### src/rtl/sim_mailbox_pkg.sv
// ============================================================================
// Module  : sim_mailbox_pkg
// Brief   : Shared types and constants for the simulation mailbox monitor.
// Revision: 1.0 - initial release
// ============================================================================
`default_nettype none

package sim_mailbox_pkg;

  // Per-channel decode mode, two bits per channel on mbx_mode_i
  typedef enum logic [1:0] {
    OFF     = 2'b00,
    EXIT    = 2'b01,
    CONSOLE = 2'b10,
    COUNT   = 2'b11
  } mbx_mode_e;

  // End-of-test sequencing states
  typedef enum logic [1:0] {
    IDLE  = 2'd0,
    RUN   = 2'd1,
    DRAIN = 2'd2,
    DONE  = 2'd3
  } mbx_state_e;

  localparam logic [7:0] EXIT_PASS = 8'h01;
  localparam logic [7:0] EXIT_FAIL = 8'hFF;

endpackage

`default_nettype wire

### src/rtl/sim_mailbox_monitor_if.sv
// ============================================================================
// Module  : sim_mailbox_monitor_if
// Brief   : Wishbone master-side signals as seen by a passive snoop monitor.
// Revision: 1.0 - initial release
// ============================================================================
`default_nettype none

interface sim_mailbox_monitor_if #(
  parameter int ADDR_W = 32,
  parameter int DATA_W = 32
);
  logic                cyc;
  logic                stb;
  logic                we;
  logic                ack;
  logic [ADDR_W-1:0]   adr;
  logic [DATA_W-1:0]   dat;
  logic [DATA_W/8-1:0] sel;

  // Bus side driving the transfer (core / bench)
  modport master (output cyc, stb, we, ack, adr, dat, sel);
  // Snooping side: everything is input, nothing is driven back
  modport slave  (input  cyc, stb, we, ack, adr, dat, sel);
endinterface

`default_nettype wire

### src/rtl/sim_mailbox_fifo.sv
// ============================================================================
// Module  : sim_mailbox_fifo
// Brief   : 8-bit first-word-fall-through FIFO for console bytes. A push into
//           a full FIFO succeeds when a pop happens in the same cycle.
// Revision: 1.0 - initial release
// ============================================================================
`default_nettype none

module sim_mailbox_fifo #(
  parameter int DEPTH = 16
) (
  input  logic       clk,
  input  logic       rst_n,
  input  logic       i_push,
  input  logic [7:0] i_data,
  input  logic       i_pop,
  output logic [7:0] o_data,
  output logic       o_full,
  output logic       o_empty
);
  localparam int c_aw = $clog2(DEPTH);

  logic [7:0]  r_mem [DEPTH];
  logic [c_aw:0] r_wr;
  logic [c_aw:0] r_rd;
  logic        w_push_ok;
  logic        w_pop_ok;

  // Extra pointer MSB distinguishes full from empty
  assign o_empty   = (r_wr == r_rd);
  assign o_full    = (r_wr[c_aw] != r_rd[c_aw]) && (r_wr[c_aw-1:0] == r_rd[c_aw-1:0]);
  assign w_pop_ok  = i_pop && !o_empty;
  assign w_push_ok = i_push && (!o_full || w_pop_ok);
  // Head is gated so the output reads 0 whenever nothing is queued
  assign o_data    = o_empty ? 8'h00 : r_mem[r_rd[c_aw-1:0]];

  // Storage array, written at the tail
  always_ff @(posedge clk) begin
    if (w_push_ok) r_mem[r_wr[c_aw-1:0]] <= i_data;
  end

  // Read/write pointer update
  always_ff @(posedge clk or negedge rst_n) begin
    if (!rst_n) begin
      r_wr <= '0;
      r_rd <= '0;
    end else begin
      if (w_push_ok) r_wr <= r_wr + 1'b1;
      if (w_pop_ok)  r_rd <= r_rd + 1'b1;
    end
  end

endmodule

`default_nettype wire

### src/rtl/sim_mailbox_monitor.sv
// ============================================================================
// Module  : sim_mailbox_monitor
// Brief   : Passive Wishbone snoop with NUM_CH programmable mailbox channels
//           (EXIT / CONSOLE / COUNT), console flush before done_o, and an
//           optional RUN-cycle watchdog enabled by SIM_MAILBOX_WDT_EN.
// Revision: 1.0 - initial release
// ============================================================================
`default_nettype none

module sim_mailbox_monitor
  import sim_mailbox_pkg::*;
#(
  parameter int ADDR_W     = 32,
  parameter int DATA_W     = 32,
  parameter int NUM_CH     = 2,
  parameter int FIFO_DEPTH = 16,
  parameter int MAX_CYCLES = 500_000,
  parameter int CNT_W      = 32
) (
  input  logic                   clk,
  input  logic                   rst_n,
  input  logic                   enable_i,
  sim_mailbox_monitor_if.slave   wb,
  input  logic [NUM_CH*ADDR_W-1:0] mbx_addr_i,
  input  logic [NUM_CH*2-1:0]    mbx_mode_i,
  output logic                   con_valid_o,
  input  logic                   con_ready_i,
  output logic [7:0]             con_data_o,
  output logic                   done_o,
  output logic                   pass_o,
  output logic                   fail_o,
  output logic                   timeout_o,
  output logic [7:0]             exit_code_o,
  output logic [CNT_W-1:0]       cycle_cnt_o,
  output logic [CNT_W-1:0]       wr_cnt_o,
  output logic [15:0]            drop_cnt_o
);

  mbx_state_e       r_state, w_state_nxt;
  mbx_mode_e        w_mode;
  logic             w_hit, w_commit, w_active;
  logic             w_exit, w_push, w_pop, w_drop, w_cnt, w_wdt;
  logic             w_full, w_empty;
  logic [7:0]       w_byte;
  logic             r_pass, r_fail;
  logic [7:0]       r_exit_code;
  logic [CNT_W-1:0] r_cycle_cnt, r_wr_cnt;
  logic [15:0]      r_drop_cnt;
  logic             w_unused_bits;

  // Only the low byte carries mailbox payload
  assign w_byte        = wb.dat[7:0];
  assign w_unused_bits = ^{wb.dat, wb.sel};

  // A transfer lands only on the acked edge and needs lane 0 enabled
  assign w_commit = wb.cyc && wb.stb && wb.we && wb.ack && wb.sel[0];

  // Channel decode: scan high to low so the lowest matching index wins
  always_comb begin
    w_hit  = 1'b0;
    w_mode = OFF;
    for (int i = NUM_CH - 1; i >= 0; i--) begin
      if ((mbx_addr_i[i*ADDR_W +: ADDR_W] == wb.adr) && (mbx_mode_i[i*2 +: 2] != 2'b00)) begin
        w_hit  = 1'b1;
        w_mode = mbx_mode_e'(mbx_mode_i[i*2 +: 2]);
      end
    end
  end

  assign w_active = w_commit && w_hit && (r_state == RUN);
  assign w_exit   = w_active && (w_mode == EXIT) && ((w_byte == EXIT_PASS) || (w_byte == EXIT_FAIL));
  assign w_push   = w_active && (w_mode == CONSOLE);
  assign w_cnt    = w_active && (w_mode == COUNT);
  assign w_pop    = con_valid_o && con_ready_i;
  assign w_drop   = w_push && w_full && !w_pop;

`ifdef SIM_MAILBOX_WDT_EN
  localparam logic [CNT_W-1:0] c_wdt_last = CNT_W'(MAX_CYCLES - 1);
  logic r_timeout;
  assign w_wdt     = (r_state == RUN) && (r_cycle_cnt == c_wdt_last);
  assign timeout_o = r_timeout;

  // Watchdog flag; an exit on the same edge takes priority
  always_ff @(posedge clk or negedge rst_n) begin
    if (!rst_n)                r_timeout <= 1'b0;
    else if (w_wdt && !w_exit) r_timeout <= 1'b1;
  end
`else
  assign w_wdt     = 1'b0;
  assign timeout_o = 1'b0;
`endif

  // State register
  always_ff @(posedge clk or negedge rst_n) begin
    if (!rst_n) r_state <= IDLE;
    else        r_state <= w_state_nxt;
  end

  // Next-state: run on enable, drain on exit/watchdog, finish once flushed
  always_comb begin
    w_state_nxt = r_state;
    case (r_state)
      IDLE:    if (enable_i)       w_state_nxt = RUN;
      RUN:     if (w_exit || w_wdt) w_state_nxt = DRAIN;
      DRAIN:   if (w_empty)        w_state_nxt = DONE;
      default: w_state_nxt = DONE;
    endcase
  end

  // Status and counters
  always_ff @(posedge clk or negedge rst_n) begin
    if (!rst_n) begin
      r_pass      <= 1'b0;
      r_fail      <= 1'b0;
      r_exit_code <= 8'h00;
      r_cycle_cnt <= '0;
      r_wr_cnt    <= '0;
      r_drop_cnt  <= 16'h0000;
    end else begin
      if (w_exit) begin
        r_pass      <= (w_byte == EXIT_PASS);
        r_fail      <= (w_byte == EXIT_FAIL);
        r_exit_code <= w_byte;
      end
      if (r_state == RUN)                 r_cycle_cnt <= r_cycle_cnt + 1'b1;
      if (w_cnt)                          r_wr_cnt    <= r_wr_cnt + 1'b1;
      if (w_drop && (r_drop_cnt != 16'hFFFF)) r_drop_cnt <= r_drop_cnt + 16'd1;
    end
  end

  sim_mailbox_fifo #(
    .DEPTH (FIFO_DEPTH)
  ) u_fifo (
    .clk     (clk),
    .rst_n   (rst_n),
    .i_push  (w_push),
    .i_data  (w_byte),
    .i_pop   (w_pop),
    .o_data  (con_data_o),
    .o_full  (w_full),
    .o_empty (w_empty)
  );

  assign con_valid_o = !w_empty;
  assign done_o      = (r_state == DONE);
  assign pass_o      = r_pass;
  assign fail_o      = r_fail;
  assign exit_code_o = r_exit_code;
  assign cycle_cnt_o = r_cycle_cnt;
  assign wr_cnt_o    = r_wr_cnt;
  assign drop_cnt_o  = r_drop_cnt;

endmodule

`default_nettype wire

### src/flat_wrapper.sv
// flat-port wrapper written by rule: the top's interface ports become plain ports
module sim_mailbox_monitor_flat import sim_mailbox_pkg::*;
#(
  parameter int ADDR_W     = 32,
  parameter int DATA_W     = 32,
  parameter int NUM_CH     = 2,
  parameter int FIFO_DEPTH = 16,
  parameter int MAX_CYCLES = 500_000,
  parameter int CNT_W      = 32
)
  (clk, rst_n, enable_i, mbx_addr_i, mbx_mode_i, con_valid_o, con_ready_i, con_data_o, done_o, pass_o, fail_o, timeout_o, exit_code_o, cycle_cnt_o, wr_cnt_o, drop_cnt_o, wb_cyc, wb_stb, wb_we, wb_ack, wb_adr, wb_dat, wb_sel);
  sim_mailbox_monitor_if #(.ADDR_W(ADDR_W), .DATA_W(DATA_W)) wb_i ();
  input  logic clk;
  input  logic rst_n;
  input  logic enable_i;
  input  logic [NUM_CH*ADDR_W-1:0] mbx_addr_i;
  input  logic [NUM_CH*2-1:0] mbx_mode_i;
  output logic con_valid_o;
  input  logic con_ready_i;
  output logic [7:0] con_data_o;
  output logic done_o;
  output logic pass_o;
  output logic fail_o;
  output logic timeout_o;
  output logic [7:0] exit_code_o;
  output logic [CNT_W-1:0] cycle_cnt_o;
  output logic [CNT_W-1:0] wr_cnt_o;
  output logic [15:0] drop_cnt_o;
  input wire logic [$bits(wb_i.cyc)-1:0] wb_cyc;
  input wire logic [$bits(wb_i.stb)-1:0] wb_stb;
  input wire logic [$bits(wb_i.we)-1:0] wb_we;
  input wire logic [$bits(wb_i.ack)-1:0] wb_ack;
  input wire logic [$bits(wb_i.adr)-1:0] wb_adr;
  input wire logic [$bits(wb_i.dat)-1:0] wb_dat;
  input wire logic [$bits(wb_i.sel)-1:0] wb_sel;
  assign wb_i.cyc = wb_cyc;
  assign wb_i.stb = wb_stb;
  assign wb_i.we = wb_we;
  assign wb_i.ack = wb_ack;
  assign wb_i.adr = wb_adr;
  assign wb_i.dat = wb_dat;
  assign wb_i.sel = wb_sel;
  sim_mailbox_monitor #(.ADDR_W(ADDR_W), .DATA_W(DATA_W), .NUM_CH(NUM_CH), .FIFO_DEPTH(FIFO_DEPTH), .MAX_CYCLES(MAX_CYCLES), .CNT_W(CNT_W)) u_core (.clk(clk), .rst_n(rst_n), .enable_i(enable_i), .wb(wb_i), .mbx_addr_i(mbx_addr_i), .mbx_mode_i(mbx_mode_i), .con_valid_o(con_valid_o), .con_ready_i(con_ready_i), .con_data_o(con_data_o), .done_o(done_o), .pass_o(pass_o), .fail_o(fail_o), .timeout_o(timeout_o), .exit_code_o(exit_code_o), .cycle_cnt_o(cycle_cnt_o), .wr_cnt_o(wr_cnt_o), .drop_cnt_o(drop_cnt_o));
endmodule
### config.mk
export PLATFORM = sky130hd
export DESIGN_NAME = sim_mailbox_monitor_flat
export DESIGN_NICKNAME = d
export VERILOG_FILES = /design/src/rtl/sim_mailbox_pkg.sv /design/src/rtl/sim_mailbox_monitor_if.sv /design/src/rtl/sim_mailbox_fifo.sv /design/src/rtl/sim_mailbox_monitor.sv /design/src/flat_wrapper.sv
export SDC_FILE = /design/constraint.sdc
export NUM_CORES = 1
export LEC_CHECK = 0
export BUFFER_PORTS_ARGS = -buffer_cell sky130_fd_sc_hd__buf_2
export CAP_MARGIN = 20
export CORE_AREA = 2 2 148 150
export CTS_BUF_LIST = sky130_fd_sc_hd__clkbuf_8
export CTS_CLUSTER_DIAMETER = 30
export DETAILED_ROUTE_END_ITERATION = 8
export DIE_AREA = 0 0 150 152
export GPL_TIMING_DRIVEN = 0
export MAX_ROUTING_LAYER = met4
export PLACE_DENSITY = 0.84
export SETUP_SLACK_MARGIN = 0.05
export SYNTH_ARGS = -nofsm -noshare
export SYNTH_HDL_FRONTEND = slang
export SYNTH_SLANG_ARGS = --single-unit
### constraint.sdc
create_clock -name clk -period 3.6 [get_ports clk]
set_input_delay 0.72 -clock clk [delete_from_list [all_inputs] [get_ports clk]]
set_output_delay 0.72 -clock clk [all_outputs]
set_load 0.02 [all_outputs]
### After elaboration in Yosys (flattened, before gate mapping)

Memories as Yosys holds them, arrays and structs flattened.
Index checks and enable logic that the tools add are counted.

* flip-flop bits (word level): 102
* bits in writable memories: 128
* input bits: 144
* output and inout bits: 101
* word-level logic and storage cells: 71
* memories: 1

* $add $sub $neg: 5
* equality and inequality tests: 17
* muxes and demuxes: 11
* reductions and logical operators: 28

Memories
* u_core.u_fifo.r_mem: depth 16, bits a word 8, rd ports 1, clocked after memory_dff 0, write ports 1, line sim_mailbox_fifo.sv:23 `logic [7:0] r_mem [DEPTH];`

Operator list (count)
* $add 32x1->32 const B: 2
* $eq 32x32->1: 2
* $logic_and 1x1->1: 19
* $add 16x1->16 const B: 1
* $ne 16x16->1 const B: 1
* $add 5x1->5 const B: 2
* $mux 2: 5
* $eq 2x2->1 const B: 4
* $eq 8x1->1 const B: 1
* $eq 8x8->1 const B: 1
* $mux 8: 1
* $pmux 2 s3: 1
* $eq 5x5->1: 1
* $eq 2x1->1 const B: 2
* $eq 4x4->1: 1
* $mux 1: 4
* $ne 2x2->1 const B: 2
* $reduce_bool 2->1: 2
* $logic_not 1->1: 3
* $reduce_and 3->1: 1
* $logic_not 2->1: 1
* $logic_or 1x1->1: 2
* $ne 2x1->1 const B: 1
* $ne 1x1->1: 1

### Logic depth before layout (Yosys ltp)

Gate-level depths: netlist of the first run.

* depth in word-level cells: 10
* depth in mapped cells: 9
* gate-level depth less buffers: 7

### Cells and area by module

Synthesis of the first run repeated with hierarchy kept, for this count alone.

* cells, all modules: 772
* area, all modules: 10697.8 sq um

By module, submodules not included
* sim_mailbox_fifo: instances 1, cells each 271, area an instance 5546.6 sq um, sequential area each 4093.9 sq um
* sim_mailbox_monitor: instances 1, cells each 501, area an instance 5151.2 sq um, sequential area each 2302.2 sq um

### Least setup slack after synthesis of the first run

OpenSTA, ideal clock, no wires.

* kind: register to output
* from: register u_core.u_fifo.r_rd[0]
* to: output con_data_o[0]
* arrival: 2.440 ns
* data required time: 2.880 ns
* setup slack: 0.440 ns
* cell stages (with the launch flop): 6
* cells stage by stage: dfrtp_1 clkbuf_1 buf_1 mux4_2 mux4_2 nor2b_1

* word-level cells in the longest chain between the ends: 2
* elaborated cells on any way between the ends: 3
* those cells by class: eq/ne: 1; mux: 1; memory: 1

RTL lines
* start: declaration: line sim_mailbox_fifo.sv:25 `logic [c_aw:0] r_rd;`
* start signal: assignment: line sim_mailbox_fifo.sv:49 `if (w_pop_ok) r_rd <= r_rd + 1'b1;`
* $mem_v2 16x8 or $eq 5x5->1 (tied branches)
* $mux 8 (*): line sim_mailbox_fifo.sv:35 `assign o_data = o_empty ? 8'h00 : r_mem[r_rd[c_aw-1:0]];`
* end: declaration: line flat_wrapper.sv:20 `output logic [7:0] con_data_o;`

Mark *: on every way between the ends. The rest lies on a longest branch, timed or not.

### Worst setup path after layout of the first run

* from: register u_core.u_fifo.r_rd[0]
* to: output con_data_o[1]

The elaborated chain is that of the path after synthesis.

==> reports/metrics.cfg, run 1 <==
[finish]
final_nets=1143
utilization_pct=60.07
drive_above_1_share_pct=36.20
syn2layout_area_growth_pct=22.97

[global_routing]
grt_use_total_pct=23.51
grt_pass1_vias=7439
grt_pass1_wl_um=39940
met2_usage_pct=40.31
grt_max_degree=59
grt_remaining_overflow=0
grt_busiest_layer=met2
grt_antenna_before_repair=3
grtUsageMet3_pct=3.934
globalRouteMet1Util_pct=27.59

[setup_path]
crit_required_ps=2880
crit_type=flop to output pin
reg2reg_slack_ps=490
worstPathArrival_ps=2720
endpoint_kind=output pin
start_kind=flop
rr_worst_depth=9
timing.rr.start=u_core.r_state[1]$_DFFE_PN0P_
critPathMaxFanout=10
reg2reg_to=u_core.u_fifo.r_mem[4][3]$_DFFE_PP_

[synthesis]
synth_edf_count=128
synthDistinctLibCells=40
syn-num-nets=882
synthArstFlopShare_pct=44.35
synth_compound_area_share_pct=0.5278
synth_top_area_share_pct=36.85
synthAdderAreaFrac_pct=0.9597
avgSynthCellArea_um2=14.29
seq_area_frac_synth_pct=61.32
ys_top_cells_by_area=edfxtp_1 37%, dfrtp_1 24%, xor2_1 9.0%
synth-xor-area-share_pct=12.60
synth_top_family_by_area=simple AND/OR/NAND/NOR gates
yosys_warnings=0
netlist_area_um2=10430
syn_inst=730
synth_top_flop_cell=edfxtp_1
yosysTopAreaCell=edfxtp_1
synth-simple-area-share_pct=12.75
ys_seq_elements=230
synthMuxAreaShare_pct=10.56

[power]
p_leak_nw=5.650
ir_drop_mv=0.2904
finalPower_mw=7.043
power_density_nw_per_um2=549.1

[timing]
fin_skew_ps=19.73
rsz0062_at_grt=no
finalWorstSetupSlack_ps=159.0
slew-limit-headroom_pct=35.90
slew_violations=0
hold_violations=0
period_share_pct=95.58
worstMarginPinSlew_ps=954.1
setup_viol=0
layout_min_cycle_time_ps=3441
max_freq_mhz=290.6

[place]
gp_congestion=0.9468
portBuffers=216
post-place-ws_ps=-792.6
dpl.hpwl_um=18480

[floorplan]
core_um2=21350
die_h_um=152
fp.dieW_um=150
num_rows=54
initial_utilization_pct=48.85
pin_count=245
dieArea_um2=22800

[clock_tree]
worstSkewPairLatency_ps=540
path_clk_slew_ps=60
clk_path_buf_depth=3
cts_tree=done
root_buffer=clkbuf_8
cts_sinks=230
htree_levels=2
cts_made_buffers=42
cts_setup_buffers=0

[route]
drtIter0Drc=506
routed_wl_um=25500
drc=0
drt-vias-per-instance=5.464
drt_first_pass_iters=7
drtAntennaViolNets=0
dr_total_vias=7130
avgRoutedWirePerCell_um=19.54

[flow_run]
maxCapViolations=0

[worst_hold_path]
hp-class=primary input to asynchronous set/reset pin

[run_status]
outcome=completed

==> metal layers <==
layer  part of all wire, %  vias to the layer above
met5                     0                        -
met4                   3.9                        0
met3                   6.8                       65
met2                    52                      344
met1                    37                     3498
li1                      -                     3223
==> where the power goes <==
| group | total [mW] | leakage, nW | switching, mW | internal [mW] |
|---|---|---|---|---|
| Combinational | 1.69 | 2.68 | 0.874 | 0.819 |
| Clock | 2.42 | 0.439 | 1.09 | 1.33 |
| Sequential | 2.93 | 2.53 | 0.0744 | 2.86 |
==> cell usage after synthesis (all sizes together) (2+ instances only) <==
library cell	n
nand2b	4
inv	8
and3	27
nor2	23
clkbuf	13
nand3	22
nand2	48
or2	4
or3	2
edfxtp	128
nor4b	4
nand4	22
and4	6
dfrtp	102
mux4	40
xor2	107
buf	11
mux2i	2
nor3	28
nor3b	4
nor2b	13
ha	8
nor4	26
xnor2	43
and2	8
mux2	16
==> area by class of cell <==
class / count / area, um2
Tap cell: 280 / 350.3
Clock buffer: 45 / 619.3
Sequential cell: 230 / 6396
Inverter: 8 / 30.03
Buffer: 24 / 137.6
Clock inverter: 30 / 224.0
Multi-Input combinational cell: 468 / 3950
Timing Repair Buffer: 217 / 1111
Antenna cell: 3 / 7.507
Fill cell: 1624 / 8524
==> sequential cells by signal, summed over array words and instances (netlist names) <==
signal and flops:
u_core.u_fifo.r_wr 5, u_core.r_state 2, u_core.cycle_cnt_o 32, u_core.wr_cnt_o 32, u_core.fail_o 1, u_core.exit_code_o 8
u_core.u_fifo.r_rd 5, u_core.drop_cnt_o 16, u_core.u_fifo.r_mem 128, u_core.pass_o 1
==> timing repair <==
item | CTS | global route
resized for setup | 25 | 13
hold buffers | 0 | 0
setup endpoints to repair | 129 | 94
==> metrics by stage <==
| stage | std cells | hold WS, ps | setup TNS (ps) | instance area, um2 |
|---|---|---|---|---|
| floorplan | 730 | 424.4 | 0 | 10430 |
| global placement | 1226 | 448.0 | -94820 | 11860 |
| detailed placement | 1227 | 450.7 | -92880 | 11900 |
| CTS | 1302 | 209.7 | 0 | 12790 |
| global route | 1305 | 244.7 | 0 | 12830 |
| finish | 1305 | 202.3 | 0 | 12830 |
==> cells in the final DEF, fill, tap and decap left out, types with 17 or more instances in the layout <==
cell type,count
xor2_1,107
nor2_1,23
nor4_1,24
edfxtp_1,128
xnor2_1,43
buf_2,221
nor3_1,27
dfrtp_1,102
clkbuf_8,45
inv_1,17
and3_1,19
nand3_1,22
nand4_1,22
nand2_1,48
mux4_2,40
==> worst max path at each step <==
stage                                 startpoint  slack [ps]  cells after the start                              endpoint
4_1_cts        u_core.u_fifo.r_rd[0]$_DFFE_PN0P_          80                      6                         con_data_o[1]
6_report       u_core.u_fifo.r_rd[0]$_DFFE_PN0P_         160                      6                         con_data_o[1]
5_1_grt        u_core.u_fifo.r_rd[0]$_DFFE_PN0P_          60                      6                         con_data_o[1]
2_1_floorplan  u_core.u_fifo.r_rd[0]$_DFFE_PN0P_         440                      5                         con_data_o[0]
3_3_place_gp                          wb_adr[29]        -850                      7  u_core.u_fifo.r_mem[15][0]$_DFFE_PP_
3_5_place_dp                          wb_adr[29]        -790                      9   u_core.u_fifo.r_mem[2][6]$_DFFE_PP_
==> cell families (layout without fill, tap and decap cells) <==
kind of cell    count (synthesis)  in the layout
compound gates                  7              7
buf+inv                        32            324
fa+ha+maj                       8              8
simple gates                  244            244
xor+xnor                      150            150
flops                         230            230
mux                            58             58
other cells                     1              4
==> critical path, cell delays in order (launching register included) <==
cell     delay (ps)
dfrtp_1         360
buf_4           220
buf_6           220
mux4_2          570
mux4_2          480
nor2b_1         140
buf_2           190
(Power assumes the default switching activity.)
==> run 2: changes to the inputs <==
- ABC_AREA: unset -> 0
- ABC_CLOCK_PERIOD_IN_PS: unset -> 3600
- CORE_AREA: 2 2 148 150 -> 2 2 150 152
- DIE_AREA: 0 0 150 152 -> 0 0 152 154
- SYNTH_HIERARCHICAL: unset -> 1
==> run 2 against run 1 <==
  * Sequential share of layout area down 1.1 points
  * Clock-buffer cell count up 2
  * Sequential power about the same
  * Design area up 2.3%
  * Die area up 2.7%
  * Combinational power about the same
  * Flip-flop and latch count unchanged
  * Synthesized cell count up 5.8%
  * Worst hold slack worse by 40 ps
  * Worst setup slack better by 100 ps
  * Synthesized area up 2.6%
  * Highest routed layer unchanged
==> reports/metrics.cfg, run 2 <==
[timing]
layout_min_cycle_time_ps=3339  ; -101.6 ps
slew-limit-headroom_pct=32.41  ; -3.5 points
hold_violations=0  ; unchanged
period_share_pct=92.76  ; -2.8 points
finalWorstSetupSlack_ps=260.6  ; +101.6 ps
rsz0062_at_grt=no
setup-tns-final_ps=0  ; unchanged
slew_violations=0  ; unchanged
worstMarginPinSlew_ps=1012  ; +57.61 ps
fin_skew_ps=32.28  ; +12.55 ps
setup_viol=0  ; unchanged
max_freq_mhz=299.5  ; +3.0%

[synthesis]
netlist_area_um2=10700  ; +2.6%
synth_top_flop_cell=edfxtp_1
synthArstFlopShare_pct=44.35  ; unchanged
syn_inst=772  ; +5.8%
seq_area_frac_synth_pct=59.79  ; -1.5 points
ys_top_cells_by_area=edfxtp_1 36%, dfrtp_1 24%, xor2_1 7.0%
yosys_warnings=6  ; +6
synthDistinctLibCells=48  ; +20%
synth_top_area_share_pct=35.93  ; -0.92 points
synth_common_cells=128 x edfxtp_1, 102 x dfrtp_1, 85 x xor2_1
syn-num-nets=924  ; +4.8%
synth.most_common_cell=edfxtp_1
yosysTopAreaCell=edfxtp_1
ys_seq_elements=230  ; unchanged
synth_edf_count=128  ; unchanged
avgSynthCellArea_um2=13.86  ; -3.0%

[route]
drt-vias-per-instance=5.492  ; +0.52%
drt_first_pass_iters=8  ; +1
avgRoutedWirePerCell_um=18.51  ; -5.3%
routed_wl_um=24990  ; -2.0%
drtAntennaViolNets=0  ; unchanged
dr_total_vias=7414  ; +4.0%
drtIter0Drc=568  ; +12%
drc=0  ; unchanged

[setup_path]
critPathMaxFanout=10  ; unchanged
critPathLaunch=u_core/u_fifo/r_rd[1]$_DFFE_PN0P_
crit_required_ps=2880  ; about the same
endpoint_kind=output pin
worstPathArrival_ps=2620  ; -100 ps
timing.rr.start=u_core/r_state[1]$_DFFE_PN0P_
start_kind=flop
crit_type=flop to output pin

[place]
dpl.hpwl_um=18070  ; -2.2%
place_inst=1270  ; +3.5%
post-place-ws_ps=-185.8  ; +606.8 ps
portBuffers=216  ; unchanged
gp_congestion=0.9595  ; +1.3%

[floorplan]
die_h_um=154  ; +1.3%
dieArea_um2=23410  ; +2.7%
fp.dieW_um=152  ; +1.3%
initial_utilization_pct=49.33  ; +0.47 points
num_rows=54  ; unchanged
pin_count=245  ; unchanged
core_um2=21690  ; +1.6%

[global_routing]
met2_usage_pct=38.42  ; -1.9 points
grt_max_degree=69  ; +17%
grt_pass1_vias=7732  ; +3.9%
grt_use_total_pct=22.30  ; -1.2 points
grt_remaining_overflow=0  ; unchanged
grt_pass1_wl_um=40480  ; +1.3%
grt_antenna_before_repair=0  ; -3
grt_busiest_layer=met2
grtUsageMet3_pct=4.171  ; +0.24 points
globalRouteMet1Util_pct=25.74  ; -1.9 points

[finish]
final_common_cell=buf_2
multi_input_area_um2=4044  ; +2.4%
drive_above_1_share_pct=34.21  ; -2.0 points
largest_register_ffs=128  ; unchanged
seq_area_um2=6396  ; unchanged
syn2layout_area_growth_pct=22.65
final_cell_mix=222 x buf_2, 128 x edfxtp_1, 102 x dfrtp_1, 85 x xor2_1, 66 x xnor2_1
fillers=1637  ; +0.80%
final_nets=1189  ; +4.0%
final_cells=1350  ; +3.4%
antenna_cells=0  ; -3

[clock_tree]
root_buffer=clkbuf_8
worstSkewPairLatency_ps=530  ; about the same
cts_resized=0  ; -100%
path_clk_slew_ps=60  ; about the same
cts_tree=done
clk_path_buf_depth=3  ; unchanged
cts_made_buffers=44  ; +4.8%
cts_setup_buffers=0  ; unchanged
cts_sinks=230  ; unchanged
htree_levels=2  ; unchanged
cts_hold_buf=0  ; unchanged

[power]
finalPower_mw=7.348  ; +4.3%
power_density_nw_per_um2=560.0  ; +2.0%
ir_drop_mv=0.3104  ; +6.9%
p_leak_nw=5.695  ; +0.80%

[worst_hold_path]
hp-class=primary input to asynchronous set/reset pin

[flow_run]
maxCapViolations=0  ; unchanged

[run_status]
outcome=completed

[run 2: cell count changes after synthesis, moves of 5 or more]
cell and change:
a21oi_1 +10, a22oi_1 +16, buf_6 +8, clkbuf_1 -5, mux4_2 -8, nand2_1 -17
nand3_1 +9, nand4_1 +17, nor2_1 +22, nor3_1 -11, xnor2_1 +23, xor2_1 -22
[run 2: routing by layer]
| metal | wire length [um] | part of all wire, % |
|---|---|---|
| met5 | 0 | 0 |
| met4 | 968 | 3.9 |
| met2 | 12950 | 52 |
| met3 | 1560 | 6.2 |
| met1 | 9507 | 38 |
[run 2: cells by family after synthesis]
kind of cell	count (synthesis)	synth area share, %
flops	230	59.79
other cells	1	0.03505
xor+xnor	154	12.82
simple gates	254	13.32
compound gates	35	2.339
mux	47	8.351
buf+inv	43	2.409
fa+ha+maj	8	0.9357
[run 2: critical path, stage by stage (launching register included)]
cell and delay [ps]:
dfrtp_1 360, buf_6 150, clkbuf_1 570, mux4_2 410
a22oi_1 230, a21oi_1 170, buf_2 190
[run 2: layout make-up]
| class | count | share of cell area (%) |
|---|---|---|
| Sequential cell | 230 | 48.75 |
| Multi-Input combinational cell | 499 | 30.82 |
| Timing Repair Buffer | 219 | 8.544 |
| Clock buffer | 47 | 4.930 |
| Tap cell | 280 | 2.670 |
| Clock inverter | 32 | 2.327 |
| Buffer | 32 | 1.650 |
| Inverter | 11 | 0.3147 |
[run 2: path summary, 6_finish.rpt]
path,to,slack (ps),depth (start not counted)
worst min register to register,u_core/cycle_cnt_o[31]$_DFFE_PN0P_,460,1
worst max-delay path,con_data_o[7],260,6
worst min-delay path,u_core/cycle_cnt_o[25]$_DFFE_PN0P_,160,1
worst max register to register,u_core/u_fifo/r_mem[6][0]$_DFFE_PP_,560,9
max in group asynchronous,u_core/exit_code_o[7]$_DFFE_PN0P_,2730,2
min in group clk,u_core/cycle_cnt_o[31]$_DFFE_PN0P_,460,1
[run 2: metrics by stage]
stage | area [um2] | utilization, % | hold WS [ps]
after CTS | 13120 | 60.48 | 152.0
final | 13120 | 60.50 | 162.0
after floorplan | 10700 | - | 424.4
after detailed placement | 12160 | 56.09 | 459.6
after global routing | 13120 | 60.50 | 171.5
after global placement | 12130 | 55.92 | 449.2
[run 2: report_power, final]
| part | switching [mW] | total (mW) | internal (mW) |
|---|---|---|---|
| sequential | 0.0789 | 2.94 | 2.86 |
| clock | 1.11 | 2.70 | 1.59 |
| combinational | 0.966 | 1.71 | 0.743 |
| total | 2.15 | 7.35 | 5.19 |
==> run 3: changes to the inputs <==
- ABC_CLOCK_PERIOD_IN_PS: 3600 -> 3300
- CTS_CLUSTER_SIZE: unset -> 28
- RECOVER_POWER: unset -> 100
- clock period: 3.6 -> 3.3 ns (I/O delays scaled with it)
==> run 3 against run 2 <==
  * First-iteration DRC count decreased by 16%
  * Design area fell by 1.6%
  * The run now ends with capacitance limit, slew limit left
  * Worst setup slack worse by 120 ps
  * Register-to-register slack worse by 390 ps
  * Clock skew fell by 7.2 ps
  * Sequential share of layout area is 0.82 points higher
  * Critical path depth unchanged
  * Largest power group unchanged
  * Final cell count shrank 0.67%
  * Highest routed layer unchanged
  * Non-clock buffer count decreased by 1
  * Via count down 0.96%
  * Total power up 8.6%
  * Global-route usage is 0.10 points lower
==> reports/metrics.cfg, run 3 (same netlist as run 2, synthesis figures left out) <==
[setup_path]
timing.rr.start=u_core/r_state[1]$_DFFE_PN0P_
cpPeakStageDelay_ps=560  ; about the same
crit_buf_inv=3  ; unchanged
critPathSlowestCell=mux4_2
endpoint_kind=output pin
critPathLaunch=u_core/u_fifo/r_rd[0]$_DFFE_PN0P_
path_cells=buf_6, buf_4, mux4_2, a22oi_1, a21oi_1, buf_2
crit_required_ps=2640  ; -240 ps
crit_type=flop to output pin
start_kind=flop
crit_family=buffers and inverters
critPathMaxFanout=10  ; unchanged
worstPathArrival_ps=2500  ; -120 ps

[place]
placed_cell_area_um2=12160  ; unchanged
gp_congestion=0.9595  ; unchanged
dpl.hpwl_um=18070  ; unchanged
portBuffers=216  ; unchanged

[route]
drtIter0Drc=476  ; -16%
dr_total_vias=7343  ; -0.96%
routed_wl_um=24810  ; -0.70%
avgRoutedWirePerCell_um=18.50  ; about the same
drt_first_pass_iters=5  ; -3
drtAntennaViolNets=0  ; unchanged
drc=0  ; unchanged
drt-vias-per-instance=5.476  ; -0.29%

[timing]
worstMarginPinSlew_ps=1904  ; +892.7 ps
period_share_pct=95.68
max_freq_mhz=316.7
fin_skew_ps=25.07  ; -7.212 ps
slew_violations=36  ; +36
layout_min_cycle_time_ps=3158
rsz0062_at_grt=no
setup-tns-final_ps=0  ; unchanged
setup_viol=0  ; unchanged
slew-limit-headroom_pct=-26.97  ; -59 points
hold_violations=0  ; unchanged

[worst_hold_path]
hp-class=flop to flop
min_from=u_core/cycle_cnt_o[31]$_DFFE_PN0P_

[finish]
final_common_cell=edfxtp_1
final_cell_mix=128 x edfxtp_1, 117 x clkbuf_1, 113 x buf_2, 102 x dfrtp_1, 85 x xor2_1
fillers=1734  ; +5.9%
largest_register_ffs=128  ; unchanged
drive_above_1_share_pct=23.94  ; -10 points
design_area_um2=12900  ; -1.6%
syn2layout_area_growth_pct=20.63
antenna_cells=0  ; unchanged
final_nets=1183  ; -0.50%

[floorplan]
initial_utilization_pct=49.33  ; unchanged
die_h_um=154  ; unchanged
pin_count=245  ; unchanged
num_rows=54  ; unchanged
dieArea_um2=23410  ; unchanged
core_um2=21690  ; unchanged
fp.dieW_um=152  ; unchanged

[clock_tree]
path_clk_slew_ps=80  ; +20 ps
cts_sinks=230  ; unchanged
htree_levels=2  ; unchanged
cts_made_buffers=39  ; -11%
cts_tree=done
worstSkewPairLatency_ps=540  ; about the same
clk_path_buf_depth=3  ; unchanged
root_buffer=clkbuf_8

[global_routing]
grt_use_total_pct=22.20  ; -0.10 points
grt_pass1_wl_um=40150  ; -0.80%
grt_max_degree=69  ; unchanged
grt_antenna_before_repair=0  ; unchanged
grt_remaining_overflow=0  ; unchanged
grt_pass1_vias=7698  ; -0.44%

[power]
ir_drop_mv=0.3963  ; +28%
power_density_nw_per_um2=618.6  ; +10%
finalPower_mw=7.982  ; +8.6%
p_leak_nw=5.191  ; -8.9%

[flow_run]
maxCapViolations=1  ; +1

[run_status]
outcome=finished, violations left
violations=capacitance limit, slew limit

## run 3: cell types whose count changed in the layout (fill, tap and decap cells not counted), sizes merged
cell / change
buf: -115
clkinv: -2
clkbuf: +108
## run 3: layout make-up
type / instances / area, um2 / area share [%]
clock inverter: 30 / 362.8 / 2.812
inverter: 11 / 41.29 / 0.3200
multi-input combinational: 499 / 4034 / 31.26
clock buffer: 41 / 564.3 / 4.373
sequential: 230 / 6396 / 49.56
buffer: 32 / 196.4 / 1.522
tap: 280 / 350.3 / 2.715
timing repair buffer: 218 / 959.7 / 7.436
## run 3: repair_timing
item	4_1_cts	5_1_grt
resized for setup	5	3
hold buffers	0	0
setup endpoints to repair	14	3
buffers inserted	0	0
## run 3: path summary, 6_finish.rpt
check,to,slack [ps],cells after the start
max,con_data_o[0],140,6
min in group asynchronous,u_core/u_fifo/r_rd[1]$_DFFE_PN0P_,650,1
max in group asynchronous,u_core/pass_o$_DFFE_PN0P_,740,2
min reg2reg,u_core/cycle_cnt_o[31]$_DFFE_PN0P_,460,1
min,u_core/cycle_cnt_o[31]$_DFFE_PN0P_,460,1
max reg2reg,u_core/u_fifo/r_mem[7][4]$_DFFE_PP_,170,8
## run 3: routing by layer
metal	share of wire, %	vias to the layer above	GRT usage [%]
met5	0	-	-
met4	3.5	0	9.212
met3	6.2	73	4.002
met2	52	329	38.35
met1	38	3544	25.70
li1	-	3397	-
## run 3: per-stage QoR
step	std cells	hold WS [ps]	worst slack, ps	utilization (%)
after global placement	1268	449.2	-378.6	55.92
final	1341	464.8	142.5	59.50
after global routing	1341	479.3	37.34	59.50
after floorplan	772	364.4	319.0	-
after CTS	1341	77.73	115.7	60.41
after detailed placement	1270	459.6	-425.8	56.09
## run 3: where the power goes
part	internal [mW]	total, mW	leakage [nW]	switching [mW]
Combinational	0.794	1.85	2.21	1.06
Clock	1.64	2.93	0.458	1.29
Sequential	3.11	3.20	2.52	0.0866
Total	5.55	7.98	5.19	2.43
